<file path="src/rtl/i2s_sched_pkg.sv">
// Shared codes for the I2S channel scheduler: host mode requests, selector codes,
// handshake states and the round-robin step order.
package i2s_sched_pkg;

  typedef enum logic [1:0] {
    MODE_CH1 = 2'd0,
    MODE_CH2 = 2'd1,
    MODE_MIX = 2'd2,
    MODE_RR  = 2'd3
  } mode_e;

  typedef enum logic [1:0] {
    HS_IDLE = 2'd0,
    HS_PEND = 2'd1,
    HS_DONE = 2'd2
  } hs_state_e;

  localparam logic [1:0] SEL_CH1 = 2'd0;
  localparam logic [1:0] SEL_CH2 = 2'd1;
  localparam logic [1:0] SEL_MIX = 2'd2;

  // Round-robin order CH1 -> CH2 -> MIX -> CH1; code 3 is never produced.
  function automatic logic [1:0] rr_step(input logic [1:0] sel);
    logic [1:0] nxt;
    case (sel)
      SEL_CH1: nxt = SEL_CH2;
      SEL_CH2: nxt = SEL_MIX;
      default: nxt = SEL_CH1;
    endcase
    return nxt;
  endfunction

endpackage

</file>
<file path="src/rtl/i2s_frame_timer.sv">
// Bit-slot counter and word-select generator; flags the frame boundary edge and
// decodes frame_start from registered state.
module i2s_frame_timer #(
  parameter int WORD_BITS = 16,
  parameter int CNT_W     = $clog2(WORD_BITS)
) (
  input  logic             sck,
  input  logic             rst,
  input  logic             enable,
  output logic [CNT_W-1:0] bit_cnt,
  output logic             ws,
  output logic             boundary,
  output logic             frame_start
);

  localparam logic [CNT_W-1:0] LAST_BIT = CNT_W'(WORD_BITS - 1);

  logic slot_end;

  assign slot_end    = enable && (bit_cnt == LAST_BIT);
  // The frame ends on the last bit of the ws=1 slot.
  assign boundary    = slot_end && ws;
  assign frame_start = enable && (bit_cnt == '0) && !ws;

  always_ff @(posedge sck or negedge rst) begin
    if (!rst) begin
      bit_cnt <= '0;
      ws      <= 1'b0;
    end else if (enable) begin
      if (slot_end) begin
        bit_cnt <= '0;
        ws      <= ~ws;
      end else begin
        bit_cnt <= bit_cnt + 1'b1;
      end
    end
  end

endmodule

</file>
<file path="src/rtl/i2s_channel_scheduler.sv">
// Frame sequencer for the two-channel I2S selector: accepts host mode changes and
// updates channel_sel only on frame boundaries, auto-rotating in round-robin mode.
//
// Handshake FSM
//   state   | meaning
//   HS_IDLE | no request held, mode_ready=1
//   HS_PEND | request stored, waiting for the next frame boundary
//   HS_DONE | request applied this edge; ready returns next cycle
module i2s_channel_scheduler
  import i2s_sched_pkg::*;
#(
  parameter int WORD_BITS  = 16,
  parameter int ROT_FRAMES = 2
) (
  input  logic                         sck,
  input  logic                         rst,
  input  logic                         enable,
  input  logic [1:0]                   mode_req,
  input  logic                         mode_valid,
  output logic                         mode_ready,
  output logic                         ws,
  output logic [1:0]                   channel_sel,
  output logic                         frame_start,
  output logic [$clog2(WORD_BITS)-1:0] bit_cnt
);

  localparam int CNT_W = $clog2(WORD_BITS);
  localparam int FC_W  = (ROT_FRAMES > 1) ? $clog2(ROT_FRAMES) : 1;
  localparam logic [FC_W-1:0] LAST_FRAME = FC_W'(ROT_FRAMES - 1);

  hs_state_e       hs_state;
  hs_state_e       hs_next;
  mode_e           pend_mode;
  mode_e           cur_mode;
  mode_e           next_mode;
  logic [FC_W-1:0] frame_cnt;
  logic            boundary;
  logic            accept;
  logic            apply;

  i2s_frame_timer #(
    .WORD_BITS (WORD_BITS),
    .CNT_W     (CNT_W)
  ) u_timer (
    .sck         (sck),
    .rst         (rst),
    .enable      (enable),
    .bit_cnt     (bit_cnt),
    .ws          (ws),
    .boundary    (boundary),
    .frame_start (frame_start)
  );

  assign accept    = mode_valid && mode_ready;
  // A request stored on a boundary edge is only seen as pending from the next
  // cycle on, so it naturally waits for the following boundary.
  assign apply     = boundary && (hs_state == HS_PEND);
  assign next_mode = apply ? pend_mode : cur_mode;

  always_ff @(posedge sck or negedge rst) begin
    if (!rst) begin
      hs_state <= HS_IDLE;
    end else begin
      hs_state <= hs_next;
    end
  end

  always_comb begin
    hs_next    = hs_state;
    mode_ready = 1'b0;
    case (hs_state)
      HS_IDLE: begin
        mode_ready = 1'b1;
        if (mode_valid) begin
          hs_next = HS_PEND;
        end
      end
      HS_PEND: begin
        if (boundary) begin
          hs_next = HS_DONE;
        end
      end
      HS_DONE: hs_next = HS_IDLE;
      default: hs_next = HS_IDLE;
    endcase
  end

  always_ff @(posedge sck or negedge rst) begin
    if (!rst) begin
      pend_mode <= MODE_CH1;
    end else if (accept) begin
      pend_mode <= mode_e'(mode_req);
    end
  end

  always_ff @(posedge sck or negedge rst) begin
    if (!rst) begin
      cur_mode    <= MODE_CH1;
      channel_sel <= SEL_CH1;
      frame_cnt   <= '0;
    end else if (boundary) begin
      cur_mode <= next_mode;
      if (next_mode != MODE_RR) begin
        channel_sel <= next_mode;
        frame_cnt   <= '0;
      end else if (cur_mode != MODE_RR) begin
        channel_sel <= SEL_CH1;
        frame_cnt   <= '0;
      end else if (frame_cnt == LAST_FRAME) begin
        // Re-requesting RR lands here too, so rotation continues undisturbed.
        channel_sel <= rr_step(channel_sel);
        frame_cnt   <= '0;
      end else begin
        frame_cnt <= frame_cnt + 1'b1;
      end
    end
  end

endmodule

</file>
<file path="config.mk">
export PLATFORM = sky130hd
export DESIGN_NAME = i2s_channel_scheduler
export DESIGN_NICKNAME = d
export VERILOG_FILES = /design/src/rtl/i2s_sched_pkg.sv /design/src/rtl/i2s_frame_timer.sv /design/src/rtl/i2s_channel_scheduler.sv
export SDC_FILE = /design/constraint.sdc
export NUM_CORES = 1
export LEC_CHECK = 0
export ABC_AREA = 1
export CORE_UTILIZATION = 30
export DETAILED_ROUTE_END_ITERATION = 16
export PLACE_DENSITY = 0.63
export SYNTH_ARGS = -nofsm -noshare
export SYNTH_HDL_FRONTEND = slang
export SYNTH_SLANG_ARGS = --single-unit
</file>
<file path="constraint.sdc">
create_clock -name sck -period 1.25 [get_ports sck]
set_input_delay 0.375 -clock sck [delete_from_list [all_inputs] [get_ports sck]]
set_output_delay 0.375 -clock sck [all_outputs]
set_load 0.01 [all_outputs]
</file>
-- Word level (Yosys, flattened, before mapping)
Index checks and enable logic that the tools add are counted.
- muxes and demuxes: 13
- $add $sub $neg: 2
- bitwise operators: 1
- reduce and logical (&&, ||, !) cells: 14
- equality and inequality tests: 7
- operator list (kind ; count):
    2-to-1 mux 2 bit ; 6
    inequality test 2 bit (second input constant) ; 4
    case mux 2 bit (2 select lines) ; 2
    logical AND 1 bit ; 6
    AND reduction 2 bit ; 3
    adder 4 x 1 -> 4 bit (second input constant) ; 1
    == test 2 x 1 -> 1 bit (second input constant) ; 2
    == test 4 bit (second input constant) ; 1
    zero test 2 bit ; 2
    zero test 4 bit ; 1
    2-to-1 mux 1 bit ; 4
    2-to-1 mux 4 bit ; 1
    nonzero test 3 bit ; 1
    adder 1 bit (second input constant) ; 1
    zero test 1 bit ; 1
    inverter 1 bit ; 1
- register bits after elaboration: 14

-- Depth between registers and ports, before layout
Gate-level depths: netlist of run 1.
- depth in word-level cells: 8
- mapped depth: 10
- mapped depth without buffers: 10

-- By module
A second synthesis of run 1 with hierarchy kept.
- cells, all modules: 87
- area, all modules: 723.2 sq um
- modules (own cells, without submodules) (module ; cells an instance ; area an instance (sq um) ; sequential area each (sq um) ; instances):
    i2s_channel_scheduler ; 50 ; 430.4 ; 225.2 ; 1
    i2s_frame_timer ; 37 ; 292.8 ; 125.1 ; 1

-- Worst setup path after synthesis of run 1
OpenSTA, ideal clock, no wires.
- path type: register -> register
- start: reg u_timer.bit_cnt[0]
- end: reg channel_sel[0]
- arrival: 1.325 ns
- path buffers: 0
- clock period less this slack: 1.443 ns
- required time: 1.132 ns
- path slack: -0.193 ns
- stages on the path, launching flop included: 11
- cell sequence: dfrtp_1 -> ha_1 -> nand2_1 -> nor2_8 -> nand3_2 -> nand2_1 -> nand2_2 -> nand3_2 -> nand2_2 -> nand2_1 -> nand2_1
- cells in the longest elaborated chain, start to end: 8
- ends and longest elaborated chain (what ; RTL line ; text):
    from (decl) ; i2s_frame_timer.sv:10 ; output logic [CNT_W-1:0] bit_cnt,
    from (signal assigned) ; i2s_frame_timer.sv:34 ; bit_cnt <= bit_cnt + 1'b1;
    == test 4 bit * ; i2s_frame_timer.sv:20 ; assign slot_end = enable && (bit_cnt == LAST_BIT);
    logical AND 1 bit * ; i2s_frame_timer.sv:20 ;
    logical AND 1 bit * ; i2s_frame_timer.sv:22 ; assign boundary = slot_end && ws;
    logical AND 1 bit ; i2s_channel_scheduler.sv:57 ; assign apply = boundary && (hs_state == HS_PEND);
    2-to-1 mux 2 bit ; i2s_channel_scheduler.sv:58 ; assign next_mode = apply ? pend_mode : cur_mode;
    inequality test 2 bit ; i2s_channel_scheduler.sv:103 ; if (next_mode != MODE_RR) begin
    nonzero test 3 bit (no source line) ; - ;
    AND reduction 2 bit (no source line) ; - ;
    to (signal assigned) ; i2s_channel_scheduler.sv:104 ; channel_sel <= next_mode;
    to (signal assigned) ; i2s_channel_scheduler.sv:111 ; channel_sel <= rr_step(channel_sel);
    to (decl) ; i2s_channel_scheduler.sv:22 ; output logic [1:0] channel_sel,
Mark *: on every way between the ends. The rest lies on a longest branch, timed or not.
A chain may end at the register's enable or synchronous reset.

-- Worst setup path after layout of run 1
- start: reg u_timer.bit_cnt[0]
- end: out frame_start
- cells in the longest elaborated chain, start to end: 3
- ends and longest elaborated chain (what ; RTL line ; text):
    zero test 4 bit ; i2s_frame_timer.sv:23 ; assign frame_start = enable && (bit_cnt == '0) && !ws;
    logical AND 1 bit (2 in a row) ; i2s_frame_timer.sv:23 ;
    to (decl) ; i2s_channel_scheduler.sv:23 ; output logic frame_start,
Every way passes these cells.

==> reports/results.txt, run 1 <==
The overall routing resource usage is 0.146. The run finished, with violations left. The number of antenna violations at the first check in global routing came out at 0. At the end of routability-driven placement, the weighted congestion stood at 0.689. The tools report the number of failing hold endpoints at the final stage as 0. In this run the critical register-to-register path is launched from u_timer.bit_cnt[1]$_DFFE_PN0P_. The path class of the tightest hold or removal check is in2async. After filler insertion, the fill cell instance count of the layout stands at 209. After detailed routing, the number of remaining DRC violations is 0.

The detailed placement HPWL came out at 1150 um. The overall power came out at 2.22 mW. The largest individual stage delay along the critical path comes from the cell dfrtp_2.

The worst register-to-register path has a depth of 12. The final reports fail on negative setup slack. Data on the critical path is required at its endpoint by 880 ps.

The number of endpoints failing setup at the final stage is 15, and the floorplan die height is 51.0 um. The clock slew seen by the registers of the worst setup and hold paths was 90 ps; the clock insertion delay at the later pin of the skew report was 280 ps. The repair_antennas step left the layout with diodes totalling 0.

No sink is reached through more buffers than the 2 on the longest clock path. On the final layout, the worst hold slack is 393 ps. In the final routed layout, each cell accounts on average for 11.2 um. The tools report the number of placed instances, taps included as 141. For the area of the placeable core, the log shows 2230 um^2. STA classifies the critical path startpoint as a flop. The average instance in the mapped netlist occupies 8.77 um^2.

The fraction of the mapped netlist area in compound gates was 0.0348; the number of nets in the finished design was 136. In the routed layout, each cell is associated on average with a via count of 4.50. The simple-gate share of the synthesized area is 0.353, and the met3 routed wirelength is 69 um. The area used by multi-input combinational logic is 415 um^2, and the setup slack of the most critical reg-to-reg path is -320 ps. Clock skew on the completed layout was measured at 7.43 ps. The area of the mapped netlist was 719 um^2.

For the post-synthesis cell count, the log shows 82. The number of nets handed over by synthesis was 90. The detail route stage leaves a number of antenna-violating nets equal to 0. The tools report the finished layout cell area as 1220 um^2.

The highest metal layer carrying signal wires in the routed design is met4. In this run the power density over the cells is 1830 nW/um^2. For the effective utilization at floorplan, the log shows 0.322. The first TritonRoute pass finished after 4 iterations. The minimum setup slack in the final design was -379 ps; the number of enable flip-flop cells after synthesis was 0. Yosys printed 0 warnings.

The violation count after the first detailed-route iteration is 18, and the time the final worst path needs with I/O delays and setup is 1630 ps. The synthesis-to-layout area growth was 69.0%. The tools report the peak supply drop as 0.00138 V. The register area share after synthesis was 0.487; the flip-flop and latch count after synthesis was 14. The most used flip-flop cell after synthesis is dfrtp_1. The area enclosed by the die boundary is 2600 um^2, and the post-synthesis share of cell area spent on xor and xnor gates is 0.0122. For this design the top-level I/O count stands at 15. Entering global routing, the biggest net connects 15 pins. The biggest area contributor in the post-synthesis netlist is dfrtp_1. For the sum of routed wire length over all layers, the log shows 1740 um. The element type at the critical path end is a primary output. The tools report the number of global-route vias before repair as 680. Gate family responsible for the most delay along the worst path: flip-flops. The count of maximum capacitance violations was 0. The master cell of the clock root buffer is clkbuf_4. The highest attainable clock frequency was 614 MHz; the area share of the leading cell type in the synthesized netlist was 0.487. The run gives 1250 ps as the data arrival at the endpoint of the critical path. The pin slew with the least headroom to its limit was 249 ps; the number of distinct library cell variants in the gate-level netlist after synthesis was 17. nand2_1 is the most common cell in the netlist. The share of layout cells above drive strength 1 was 0.496. The H-tree depth reported by CTS was 1; the share of synthesized area spent on multiplexers was 0.0157. Once placement finished, the instance area stood at 1050 um^2. The first global-routing pass estimated 2840 um of wire. Sorting the synthesized cells by area gives the leading types as dfrtp_1 (49%), nand2_1 (9.9%), inv_1 (6.3%). The final non-filler cell total was 155; the number of cell rows was 17.

Buffers placed on the I/O ports in this run total 14. For the static power due to leakage, the log shows 0.634 nW. The largest driver fanout on the critical path is 2. After detailed routing, the met2 layer carries 902 um of wire. For this design, the sink count on the clock tree is 14. The hold buffer count at cts is 0.

Setup repair after global routing could not meet its margin everywhere. The final-report max-slew violation count is 0. After detailed routing, the wire length on met1 is 752 um. After synthesis, the largest family of logic cells by area is simple AND/OR/NAND/NOR gates. The adder and majority gate portion of the synthesized area is 0.0348, and the width of the die is 51.0 um. The number of buffer and inverter instances along the worst setup path came out at 2.

Post-route fraction of the period consumed by the critical path: 1.30. The signal on the critical path passes through inv_2, ha_4, nand3_2, nor3_2, buf_2. TritonCTS built the clock tree. The critical path is of the reg2out type.

For this run the aggregate overflow at the end of global routing stands at 0. The flip-flop and latch area came out at 352 um^2. The run gives 3 as the number of buffers added by the clock tree synthesis step. The routed layout has 698 vias.

The endpoint identified for the worst register-to-register timing path is channel_sel[0]$_DFFE_PN0P_. The worst slew slack as a fraction of its limit is 0.834, and the share of flip-flops with an asynchronous set or reset is 1.00. In this design, the stage delay of the slowest critical-path cell is 410 ps. Sorting the synthesized cells by how often they occur yields nand2_1 (19), dfrtp_1 (14), inv_1 (12).
[worst max-delay path by stage]
stage | slack (ps) | depth (start not counted) | to | startpoint
2_1_floorplan | -120 | 10 | channel_sel[0]$_DFFE_PN0P_ | u_timer.bit_cnt[1]$_DFFE_PN0P_
3_3_place_gp | -750 | 4 | frame_start | enable
3_5_place_dp | -790 | 4 | frame_start | enable
4_1_cts | -380 | 5 | frame_start | u_timer.bit_cnt[0]$_DFFE_PN0P_
5_1_grt | -460 | 5 | frame_start | u_timer.bit_cnt[0]$_DFFE_PN0P_
6_report | -380 | 5 | frame_start | u_timer.bit_cnt[0]$_DFFE_PN0P_
[registers in the layout, summed over array words and instances (netlist names)]
register,flops
pend_mode,2
frame_cnt,1
channel_sel,2
u_timer.ws,1
hs_state,2
u_timer.bit_cnt,4
cur_mode,2
[kinds of logic after synthesis]
kind of cell / Yosys count
xor+xnor: 1
mux: 1
buf+inv: 12
compound gates: 5
fa+ha+maj: 2
simple gates: 47
flops: 14
[where the power goes]
part / internal, mW / switching (mW) / leakage (nW) / total (mW)
clock: 0.124 / 0.148 / 0.0150 / 0.272
sequential: 0.594 / 0.0935 / 0.174 / 0.687
combinational: 0.665 / 0.596 / 0.445 / 1.26
total: 1.38 / 0.837 / 0.634 / 2.22
[per-layer routing]
| layer | vias to the layer above | track usage |
|---|---|---|
| li1 | 353 | - |
| met3 | 2 | 0.0238 |
| met4 | 0 | 0.0787 |
| met2 | 15 | 0.235 |
| met5 | - | 0 |
| met1 | 328 | 0.186 |
[placed cells by master (no fill, tap or decap), types with 2 or more instances in the layout]
cell             netlist  final
dfrtp_1               14     13
nand4_1                4      4
nand2_1               19     17
a21oi_1                2      2
nand2_4                0      6
clkbuf_4               0      3
buf_4                  0     22
clkdlybuf4s50_1        0      4
buf_2                  0      5
buf_6                  0      9
inv_1                 12      7
nand3_4                0      2
nor2_1                 8      7
nor2_8                 2      2
ha_4                   0      2
inv_2                  0      4
nand3_1                4      3
[final cells by class]
cell class / instances / share of cell area
timing repair buffer: 41 / 0.280
multi-input combinational: 56 / 0.342
clock buffer: 4 / 0.0216
sequential: 14 / 0.289
inverter: 12 / 0.0391
tap: 28 / 0.0288
[what timing repair did]
item | in CTS | in global routing
gates resized for setup | 53 | 11
buffers inserted | 5 | 6
pin swaps | 4 | 5
endpoints found under the setup margin | 19 | 16
[metrics by stage]
step                      TNS [ps]   util  setup slack, ps
after detailed placement     -7140  0.469             -789
final                        -2650  0.545             -379
after floorplan               -402      -             -121
after global placement       -6670  0.469             -752
after global routing         -3660  0.545             -458
after CTS                    -2030  0.510             -380
(Power assumes the default switching activity.)
==> run 2: changes to the inputs <==
--- a/config.mk
+++ b/config.mk
@@ -8,6 +8,7 @@
 export ABC_AREA = 1
 export CORE_UTILIZATION = 30
 export DETAILED_ROUTE_END_ITERATION = 16
+export MAX_ROUTING_LAYER = met4
 export PLACE_DENSITY = 0.63
 export SYNTH_ARGS = -nofsm -noshare
 export SYNTH_HDL_FRONTEND = slang
==> run 2 against run 1 <==
The flow still finishes with violations (negative setup slack); non-clock buffer count is the same; sequential power is essentially flat; maximum frequency is essentially flat; design area is the same; die area is the same; routed wire length shrank 1.0%; count of clock-buffer cells in the layout is the same; cell count is the same; first-iteration DRC count is the same; via count is the same; power shrank 0.15%; utilization is the same; critical endpoint unchanged; highest routed layer unchanged.
==> reports/results.txt, run 2 (synthesized netlist as in run 1, its figures left out) <==
The worst hold path class was in2async (unchanged). The tools report the master cell of the clock root buffer as clkbuf_4 (unchanged). The number of endpoints failing setup at the final stage came out at 15 (unchanged).

The most common cell after layout, fill and taps aside was buf_4 (unchanged). The finished layout cell area is 1220 um^2 (unchanged), and the number of failing hold endpoints at the final stage is 0 (unchanged). The tools report the number of nets in the finished design as 136 (unchanged).

The number of buffers added by the clock tree synthesis step came out at 3 (unchanged). The run gives 2 (unchanged) as the buffer depth of the longest clock path. Sum of routed wire length over all layers: 1720 um (was 1740 um). TritonCTS built the clock tree. The tools report the number of antenna violations at the first check in global routing as 0 (unchanged).

The final-report max-slew violation count was 0 (unchanged); the minimum setup slack in the final design was -378 ps (was -379 ps). Element type at the critical path end: a primary output (unchanged). The tools report the violation count after the first detailed-route iteration as 18 (unchanged).

The time the final worst path needs with I/O delays and setup was 1630 ps (about the same). The clock sink count is 14 (unchanged). The average vias per placed instance came out at 4.50 (unchanged).

The H-tree depth reported by CTS was 1 (unchanged); the width of the die was 51.0 um (unchanged). The clock slew seen by the registers of the worst setup and hold paths works out to 90 ps (about the same). The area of the placeable core is 2230 um^2 (unchanged), and the power density over cell area is 1820 nW/um^2 (was 1830 nW/um^2). The worst slew slack as a fraction of its limit is 0.834 (about the same).

The category of the critical setup timing path is reg2out (unchanged). The first-pass GRT wire length is 2840 um (unchanged), and the post-route fraction of the period consumed by the critical path is 1.30 (about the same). The worst setup timing slack at the placement stage was -789 ps (unchanged); the first-pass iteration count of the detailed router was 4 (unchanged). The share of layout cells above drive strength 1 is 0.496 (unchanged). The worst setup skew after layout is 6.70 ps (was 7.43 ps). The tools report the worst reg2reg path startpoint as u_timer.bit_cnt[1]$_DFFE_PN0P_ (unchanged). The floorplan die height was 51.0 um (unchanged).

The highest attainable clock frequency was 614 MHz (about the same). For the final weighted congestion in routability-driven placement, the log shows 0.696 (was 0.689). Violations in the final reports: negative setup slack (unchanged).

The tools report the critical path launch point type as a flop (unchanged). The synthesis-to-layout area growth was 69.0% (unchanged); the peak supply drop was 0.00138 V (about the same). For the remaining global-route overflow, the log shows 0 (unchanged). Register with the highest flop count: u_timer.bit_cnt (unchanged).

The pin slew with the least headroom to its limit works out to 249 ps (about the same). The required time of the worst setup path was 880 ps (about the same); the hold buffer count at cts was 0 (unchanged). The count of cells along the worst register-to-register path was 12 (unchanged); the area enclosed by the die boundary was 2600 um^2 (unchanged).

The largest driver fanout on the critical path works out to 2 (unchanged). The vias after detailed routing was 698 (unchanged). The post-route DRC violation count was 0 (unchanged).

The post-route core utilization came out at 0.545 (unchanged). The run finished, with violations left. Setup repair after global routing could not meet its margin everywhere. The clock insertion delay at the later pin of the skew report was 280 ps (about the same); the number of flip-flops in the largest register was 4 (unchanged). The number of antenna repair diodes was 0 (unchanged); the largest net degree at the start of global routing was 15 (unchanged).

The setup slack of the most critical reg-to-reg path was -310 ps (was -320 ps); the residual antenna-violating net count after detailed routing was 0 (unchanged). Number of global-route vias before repair: 682 (was 680). The capture instance of the worst register-to-register path was channel_sel[0]$_DFFE_PN0P_ (unchanged). Commonest cells after routing, fill and taps aside: buf_4 (22), nand2_1 (17), dfrtp_1 (13), buf_6 (9) (unchanged). Overall power: 2.22 mW (about the same).

The average wire per standard cell was 11.1 um (was 11.2 um); the final non-filler cell total was 155 (unchanged). The number of placed instances, taps included came out at 141 (unchanged). The run gives 394 ps (was 393 ps) as the final hold slack. Count of maximum capacitance violations: 0 (unchanged). The logs give -2630 ps (was -2650 ps) for the setup TNS after final layout and 1250 ps (about the same) for the data arrival at the endpoint of the critical path.

The tools report the static power due to leakage as 0.634 nW (unchanged). The effective utilization at floorplan is 0.322 (unchanged), and the number of cell rows is 17 (unchanged). For the total cell area at the placement stage, the log shows 1050 um^2 (unchanged). The run gives 0.150 (was 0.146) as the overall routing resource usage.

The I/O pin count was 15 (unchanged); the detailed placement HPWL was 1150 um (unchanged). The number of port buffers came out at 14 (unchanged).
==> run 2: cell counts in the layout (fill, tap and decap cells not counted) <==
Identical to the previous run, type by type.
==> run 2: per-layer routing <==
layer / global-route usage / vias up / wire length [um] / share of wire
met1: 0.190 / 330 / 752 / 0.44
met5: - / - / 0 / 0
met3: 0.0179 / 2 / 40 / 0.023
met2: 0.235 / 11 / 914 / 0.53
met4: 0.0787 / 0 / 15 / 0.0087
li1: - / 355 / - / -
==> run 2: repair_timing <==
item,4_1_cts,5_1_grt
endpoints found under the hold margin,0,0
gates resized for setup,53,11
setup endpoints to repair,19,16
buffers inserted,5,6
pin swaps,4,5
==> run 2: area by class of cell <==
type | instances | area (um^2)
clock buffers | 4 | 26.3
fillers | 209 | 1020
inverters | 12 | 47.5
multi-input cells | 56 | 415
flip-flops and latches | 14 | 352
well taps | 28 | 35.0
repair buffers | 41 | 340
==> run 2: where the power goes <==
| part | switching [mW] | internal (mW) |
|---|---|---|
| registers | 0.0931 | 0.594 |
| logic | 0.595 | 0.665 |
| clock network | 0.146 | 0.124 |
==> run 2: worst max path at each step <==
stage	startpoint	end	slack, ps
4_1_cts	u_timer.bit_cnt[0]$_DFFE_PN0P_	frame_start	-380
3_3_place_gp	enable	frame_start	-750
5_1_grt	u_timer.bit_cnt[0]$_DFFE_PN0P_	frame_start	-460
2_1_floorplan	u_timer.bit_cnt[1]$_DFFE_PN0P_	channel_sel[0]$_DFFE_PN0P_	-120
6_report	u_timer.bit_cnt[0]$_DFFE_PN0P_	frame_start	-380
3_5_place_dp	enable	frame_start	-790
==> run 2: critical path: stages, from the launching register on <==
cell and delay (ps):
dfrtp_2 410, inv_2 80, ha_4 130, nand3_2 60, nor3_2 140, buf_2 150
==> run 3: changes to the inputs <==
--- a/config.mk
+++ b/config.mk
@@ -8,7 +8,6 @@
 export ABC_AREA = 1
 export CORE_UTILIZATION = 30
 export DETAILED_ROUTE_END_ITERATION = 16
-export MAX_ROUTING_LAYER = met4
 export PLACE_DENSITY = 0.63
 export SYNTH_ARGS = -nofsm -noshare
 export SYNTH_HDL_FRONTEND = slang
==> results of run 3 <==
No change in the layout: final DEF, timing and power equal those of run 1.
